## config.mk

```make
export PLATFORM = sky130hd
export DESIGN_NAME = mem_stage
export DESIGN_NICKNAME = d
export VERILOG_FILES = /design/src/rtl/core_pkg.sv /design/src/rtl/mem_wait_ctr.sv /design/src/rtl/mem_stage.sv
export SDC_FILE = /design/constraint.sdc
export NUM_CORES = 1
export LEC_CHECK = 0
export ABC_CLOCK_PERIOD_IN_PS = 3040
export CORE_UTILIZATION = 47
export DETAILED_ROUTE_END_ITERATION = 12
export GPL_TIMING_DRIVEN = 1
export PLACE_DENSITY = 0.8
export SLEW_MARGIN = 30
export SYNTH_ARGS = -nofsm -noshare
export SYNTH_HDL_FRONTEND = slang
export SYNTH_SLANG_ARGS = --single-unit
```

## constraint.sdc

```tcl
create_clock -name clk -period 3.04 [get_ports clk]
set_clock_uncertainty 0.1 [all_clocks]
set_input_delay 0.456 -clock clk [delete_from_list [all_inputs] [get_ports clk]]
set_output_delay 0.456 -clock clk [all_outputs]
set_load 0.01 [all_outputs]
```

## src/rtl/core_pkg.sv

```systemverilog
// Shared definitions for the 16-bit pipelined core.
// Contents:
//   DATA_W, REG_W : data path width and register-number width
//   mclass_t      : memory-class encoding carried down from execute
//   state_t       : memory-stage FSM state encoding
//   is_mem_op     : true for any class that touches data memory
package core_pkg;

    localparam int DATA_W = 16;
    localparam int REG_W  = 3;

    typedef enum logic [1:0] {
        MC_NONE = 2'd0,
        MC_LD   = 2'd1,
        MC_ST   = 2'd2,
        MC_STU  = 2'd3
    } mclass_t;

    typedef enum logic [1:0] {
        S_IDLE = 2'd0,
        S_REQ  = 2'd1,
        S_WAIT = 2'd2
    } state_t;

    function automatic logic is_mem_op(input mclass_t mc);
        return mc != MC_NONE;
    endfunction

endpackage

```

## src/rtl/mem_wait_ctr.sv

```systemverilog
// Wait-cycle counter for the memory stage.
// Ports:
//   clk, rst : clock, asynchronous active-high reset
//   clr      : synchronous clear (wins over en)
//   en       : count up by one this cycle
//   tc       : high while the count equals TIMEOUT-1
module mem_wait_ctr #(
    parameter int TIMEOUT = 16,
    parameter int CNT_W   = 5
) (
    input  logic clk,
    input  logic rst,
    input  logic clr,
    input  logic en,
    output logic tc
);

    logic [CNT_W-1:0] count;

    always_ff @(posedge clk or posedge rst) begin
        if (rst) begin
            count <= '0;
        end else if (clr) begin
            count <= '0;
        end else if (en) begin
            count <= count + 1'b1;
        end
    end

    assign tc = (count == CNT_W'(TIMEOUT - 1));

endmodule

```

## src/rtl/mem_stage.sv

```systemverilog
// Memory stage: takes the ALU result, store data and memory class from
// execute, runs a request/done handshake with a multi-cycle data memory
// and hands one registered result per instruction to writeback.
// Ports:
//   clk, rst                        : clock, asynchronous active-high reset
//   in_valid/in_ready               : upstream handshake (ready only in IDLE)
//   in_mclass, in_alu_out, in_st_data, in_dest, in_wb_en : instruction fields
//   mem_addr, mem_wdata, mem_rd, mem_wr : memory request (level, held while stalled)
//   mem_stall, mem_done, mem_rdata  : memory back-pressure, completion, read data
//   out_valid, out_data, out_dest, out_wb_en, out_err : writeback result
module mem_stage
    import core_pkg::*;
#(
    parameter int TIMEOUT = 16,
    parameter int CNT_W   = 5
) (
    input  logic              clk,
    input  logic              rst,
    input  logic              in_valid,
    output logic              in_ready,
    input  logic [1:0]        in_mclass,
    input  logic [DATA_W-1:0] in_alu_out,
    input  logic [DATA_W-1:0] in_st_data,
    input  logic [REG_W-1:0]  in_dest,
    input  logic              in_wb_en,
    output logic [DATA_W-1:0] mem_addr,
    output logic [DATA_W-1:0] mem_wdata,
    output logic              mem_rd,
    output logic              mem_wr,
    input  logic              mem_stall,
    input  logic              mem_done,
    input  logic [DATA_W-1:0] mem_rdata,
    output logic              out_valid,
    output logic [DATA_W-1:0] out_data,
    output logic [REG_W-1:0]  out_dest,
    output logic              out_wb_en,
    output logic              out_err
);

    state_t            state, next_state;
    mclass_t           in_mc;
    mclass_t           hold_mclass;
    logic [DATA_W-1:0] hold_alu;
    logic [REG_W-1:0]  hold_dest;
    logic              hold_wb_en;
    logic              accept_mem, accept_bad;
    logic              ctr_clr, ctr_en, ctr_tc;

    assign in_mc      = mclass_t'(in_mclass);
    assign in_ready   = (state == S_IDLE);
    // Aligned memory ops go to memory; a set bit 0 is rejected immediately.
    assign accept_mem = in_ready && in_valid && is_mem_op(in_mc) && !in_alu_out[0];
    assign accept_bad = in_ready && in_valid && is_mem_op(in_mc) &&  in_alu_out[0];

    mem_wait_ctr #(.TIMEOUT(TIMEOUT), .CNT_W(CNT_W)) u_ctr (
        .clk (clk),
        .rst (rst),
        .clr (ctr_clr),
        .en  (ctr_en),
        .tc  (ctr_tc)
    );

    always_ff @(posedge clk or posedge rst) begin
        if (rst) begin
            state <= S_IDLE;
        end else begin
            state <= next_state;
        end
    end

    // The counter is cleared on the edge the memory accepts the request,
    // so the WAIT phase lasts at most TIMEOUT cycles.
    always_comb begin
        next_state = state;
        ctr_clr    = 1'b0;
        ctr_en     = 1'b0;
        case (state)
            S_IDLE: begin
                if (accept_mem) next_state = S_REQ;
            end
            S_REQ: begin
                if (!mem_stall) begin
                    next_state = S_WAIT;
                    ctr_clr    = 1'b1;
                end
            end
            S_WAIT: begin
                ctr_en = 1'b1;
                if (mem_done || ctr_tc) next_state = S_IDLE;
            end
            default: next_state = S_IDLE;
        endcase
    end

    // Holding registers, memory request registers and the writeback result.
    // out_valid and out_err are single-cycle; the rest hold their last value.
    always_ff @(posedge clk or posedge rst) begin
        if (rst) begin
            hold_mclass <= MC_NONE;
            hold_alu    <= '0;
            hold_dest   <= '0;
            hold_wb_en  <= 1'b0;
            mem_addr    <= '0;
            mem_wdata   <= '0;
            mem_rd      <= 1'b0;
            mem_wr      <= 1'b0;
            out_valid   <= 1'b0;
            out_data    <= '0;
            out_dest    <= '0;
            out_wb_en   <= 1'b0;
            out_err     <= 1'b0;
        end else begin
            out_valid <= 1'b0;
            out_err   <= 1'b0;
            case (state)
                S_IDLE: begin
                    if (in_valid) begin
                        hold_mclass <= in_mc;
                        hold_alu    <= in_alu_out;
                        hold_dest   <= in_dest;
                        hold_wb_en  <= in_wb_en;
                        if (!is_mem_op(in_mc)) begin
                            out_valid <= 1'b1;
                            out_data  <= in_alu_out;
                            out_dest  <= in_dest;
                            out_wb_en <= in_wb_en;
                        end else if (accept_bad) begin
                            out_valid <= 1'b1;
                            out_err   <= 1'b1;
                            out_data  <= in_alu_out;
                            out_dest  <= in_dest;
                            out_wb_en <= 1'b0;
                        end else begin
                            mem_addr  <= in_alu_out;
                            mem_wdata <= in_st_data;
                            mem_rd    <= (in_mc == MC_LD);
                            mem_wr    <= (in_mc != MC_LD);
                        end
                    end
                end
                S_REQ: begin
                    if (!mem_stall) begin
                        mem_rd <= 1'b0;
                        mem_wr <= 1'b0;
                    end
                end
                S_WAIT: begin
                    // Completion on the terminal cycle counts as success.
                    if (mem_done) begin
                        out_valid <= 1'b1;
                        out_dest  <= hold_dest;
                        case (hold_mclass)
                            MC_LD: begin
                                out_data  <= mem_rdata;
                                out_wb_en <= hold_wb_en;
                            end
                            MC_STU: begin
                                out_data  <= hold_alu;
                                out_wb_en <= hold_wb_en;
                            end
                            default: begin
                                out_data  <= hold_alu;
                                out_wb_en <= 1'b0;
                            end
                        endcase
                    end else if (ctr_tc) begin
                        out_valid <= 1'b1;
                        out_err   <= 1'b1;
                        out_dest  <= hold_dest;
                        out_wb_en <= 1'b0;
                    end
                end
                default: ;
            endcase
        end
    end

endmodule

```

==> flow_summary.toml <==
[final_layout]
nNetsFinal = 522
final_layout_size_suffix_gt1_share_pct = 15.2
final_core_util_pct = 68.0
area_growth_pct = 37.3
layout_common_cells = "clkdlybuf4s50_1 (115), dfrtp_1 (85), nand2_1 (67)"
fin_area_mm2 = 0.00534
fillers = 622
mostFrequentLayoutCell = "clkdlybuf4s50_1"
diodes = 0

[clock_network]
cts_hold_buf = 0
cts_tree = "yes"
cts_resized = 0
clkTransAtPathRegs_ps = 90
clkLatencyLatePin_ps = 360
ctsHtreeMaxLevel = 3
root_buffer = "clkbuf_8"
clkSinkCount = 85
clockBufferDepth = 2
cts_setup_buffers = 0
cts_buffers = 9

[timing]
fin_tns_setup_ps = 0
finalCriticalPeriod_ps = 2320
relSlewSlack_pct = 46.4
fin_crit_sh_pct = 76.3
max_freq_ghz = 0.431
hold_viol_final = 0
grt_setup_unrepaired = "false"
worst_pin_slew_ps = 804
drv_slew = 0
setup_violations = 0

[worst_setup_path]
crit-reg2reg-launch = "state[0]"
cp.depth = 4
critPathCaptureType = "register"
worst_path_largest_cell_delay_ps = 630
cp_slowest_cell = "or3b_1"
rr_worst_depth = 4
worstPathMaxFanout = 22
setup.worst_path.start = "state[0]"
cp.required_ps = 3180
critPathKind = "register to register"
critical_path.endpoint = "mem_addr[15]"
cp_cell_sequence = "or3b_1 -> nor2_4 -> buf_4 -> mux2_2"
path_delay_family = "simple AND/OR/NAND/NOR gates"
r2r_slack_ps = 720
worst-path-buf-inv = 1
critPathArrivalTime_ps = 2460
start_kind = "register"
r2r_end = "mem_addr[15]"

[placed_design]
hpwlAfterDp_um = 6910
gp_congestion = 0.755
placedInstanceArea_mm2 = 0.00514
port_buffers = 115

[pwr]
p_comb_share_pct = 38.9
switching_share_pct = 32.5
power.density_mw_per_mm2 = 782
leakagePower_nw = 2.36
seqPwrFrac_pct = 41.8
clock_power_share_pct = 19.3
p_int_w = 0.00282
vdd_drop_max_uv = 446
p_switching_w = 0.00136

[routing]
ant_nets = 0
wirelength_um = 10300
drc = 0
firstDrtPassIters = 7
drtIter0Drc = 129
vias = 3226
vias_per_cell = 5.68
wire_per_inst_um = 18.1

[floorplanning]
die_x_um = 92.9
rows = 32
core_mm2 = 0.00785
die_h_um = 92.9
dieArea_mm2 = 0.00864
start_util_pct = 49.5
io_pins = 116

[global_routing]
grt_pass1_vias = 3398
antenna_found_initial = 0
grt_overflow = 0
grt_pass1_wl_um = 16800
track_usage_pct = 25.6
grt_max_degree = 48

[yosys]
synthDistinctLibCells = 39
seq_area_frac_synth_pct = 54.7
syn_nets = 410
syn_area_mm2 = 0.00389
ys_warn_count = 0
avgSynthCellArea_um2 = 11.1
ys_seq_elements = 85
syn_inst = 349

[worst_hold_path]
hp-class = "register to register"

[run_status]
status = "complete, no violations"

[job]
maxCapViolations = 0
[through the flow]
stage	power, W	setup slack, ps	hold slack (ps)	instances
floorplan	0.00252	291	340	349
global placement	0.00332	498	359	552
detailed placement	0.00338	454	364	552
CTS	0.00420	753	385	568
global route	0.00441	649	415	568
finish	0.00417	719	384	568
[cell usage after synthesis, drive strengths merged]
library cell | count | area (µm²)
ha | 2 | 25.0
o21bai | 2 | 15.0
and4b | 1 | 10.0
o221a | 1 | 20.0
a21o | 1 | 7.51
nor3b | 2 | 20.0
or2 | 2 | 12.5
o22ai | 3 | 18.8
nand3 | 1 | 5.00
o211ai | 2 | 15.0
a221oi | 19 | 166
buf | 11 | 78.8
o21ai | 5 | 25.0
and3b | 17 | 149
nand2 | 67 | 251
a32o | 1 | 10.0
nand2b | 4 | 25.0
or3b | 1 | 8.76
a21oi | 19 | 95.1
nand4 | 2 | 12.5
and3 | 1 | 6.26
a31oi | 1 | 6.26
mux2 | 37 | 417
a211oi | 2 | 20.0
or4b | 1 | 13.8
nor2b | 2 | 12.5
o32ai | 16 | 140
nor2 | 6 | 30.0
dfrtp | 85 | 2130
mux2i | 1 | 10.0
inv | 19 | 71.3
a22o | 1 | 8.76
clkbuf | 14 | 52.6
[worst min path at each step]
stage                             from            to  slack [ps]  cells past startpoint
after floorplan           hold_dest[0]  hold_dest[0]         340                      2
after global placement    hold_dest[2]  hold_dest[2]         360                      2
after detailed placement   hold_alu[6]   hold_alu[6]         360                      2
after CTS                  hold_alu[6]   hold_alu[6]         390                      2
after global routing      hold_alu[10]  hold_alu[10]         410                      2
final                       hold_wb_en    hold_wb_en         380                      2
[metal layers]
metal  global-route usage (%)  part of all wire, %  vias to the layer above
li1                         -                    -                     1470
met1                     32.0                   39                     1616
met2                     43.5                   52                      117
met3                     4.27                  5.8                       23
met4                     11.3                  2.6                        0
met5                        0                    0                        -
[registers in the layout, summed over array words and instances, names as in the netlist]
signal,flops
hold_alu,16
out_valid,1
out_data,16
mem_rd,1
mem_wdata,16
mem_wr,1
state,2
out_wb_en,1
u_ctr.count,5
hold_wb_en,1
mem_addr,16
hold_mclass,2
out_err,1
out_dest,3
hold_dest,3
[tightest hold or removal path, stage by stage (launching register included)]
cell	delay [ps]
dfrtp_1	350
nand2_1	50
nand2_1	60
[kinds of logic (layout without fill, tap and decap cells)]
logic type                 Yosys count  after routing  share of synthesized area (%)
muxes                               38             38                           11.0
and+or+nand+nor                    107            107                           14.3
AOI/OAI and AO/OA                   73             73                           14.1
buffers and inverters               44            161                           5.22
DFF                                 85             85                           54.7
adders and majority gates            2              2                          0.644
[power groups by stage]
stage               combinational, W  sequential, W  clock [W]
floorplan                   0.000669        0.00185          0
global placement             0.00157        0.00174          0
finish                       0.00162        0.00174   0.000806
detailed placement           0.00162        0.00176          0
CTS                          0.00163        0.00175   0.000820
global route                 0.00175        0.00179   0.000865
[cell type report]
type	instances	area [µm²]	area share, %
timing repair buffer	126	1250	23.4
multi-input combinational	220	1560	29.3
tap	102	128	2.39
sequential	85	2130	39.9
clock buffer	10	138	2.58
inverter	19	72.6	1.36
clock inverter	6	62.6	1.17
(Power assumes the default switching activity.)
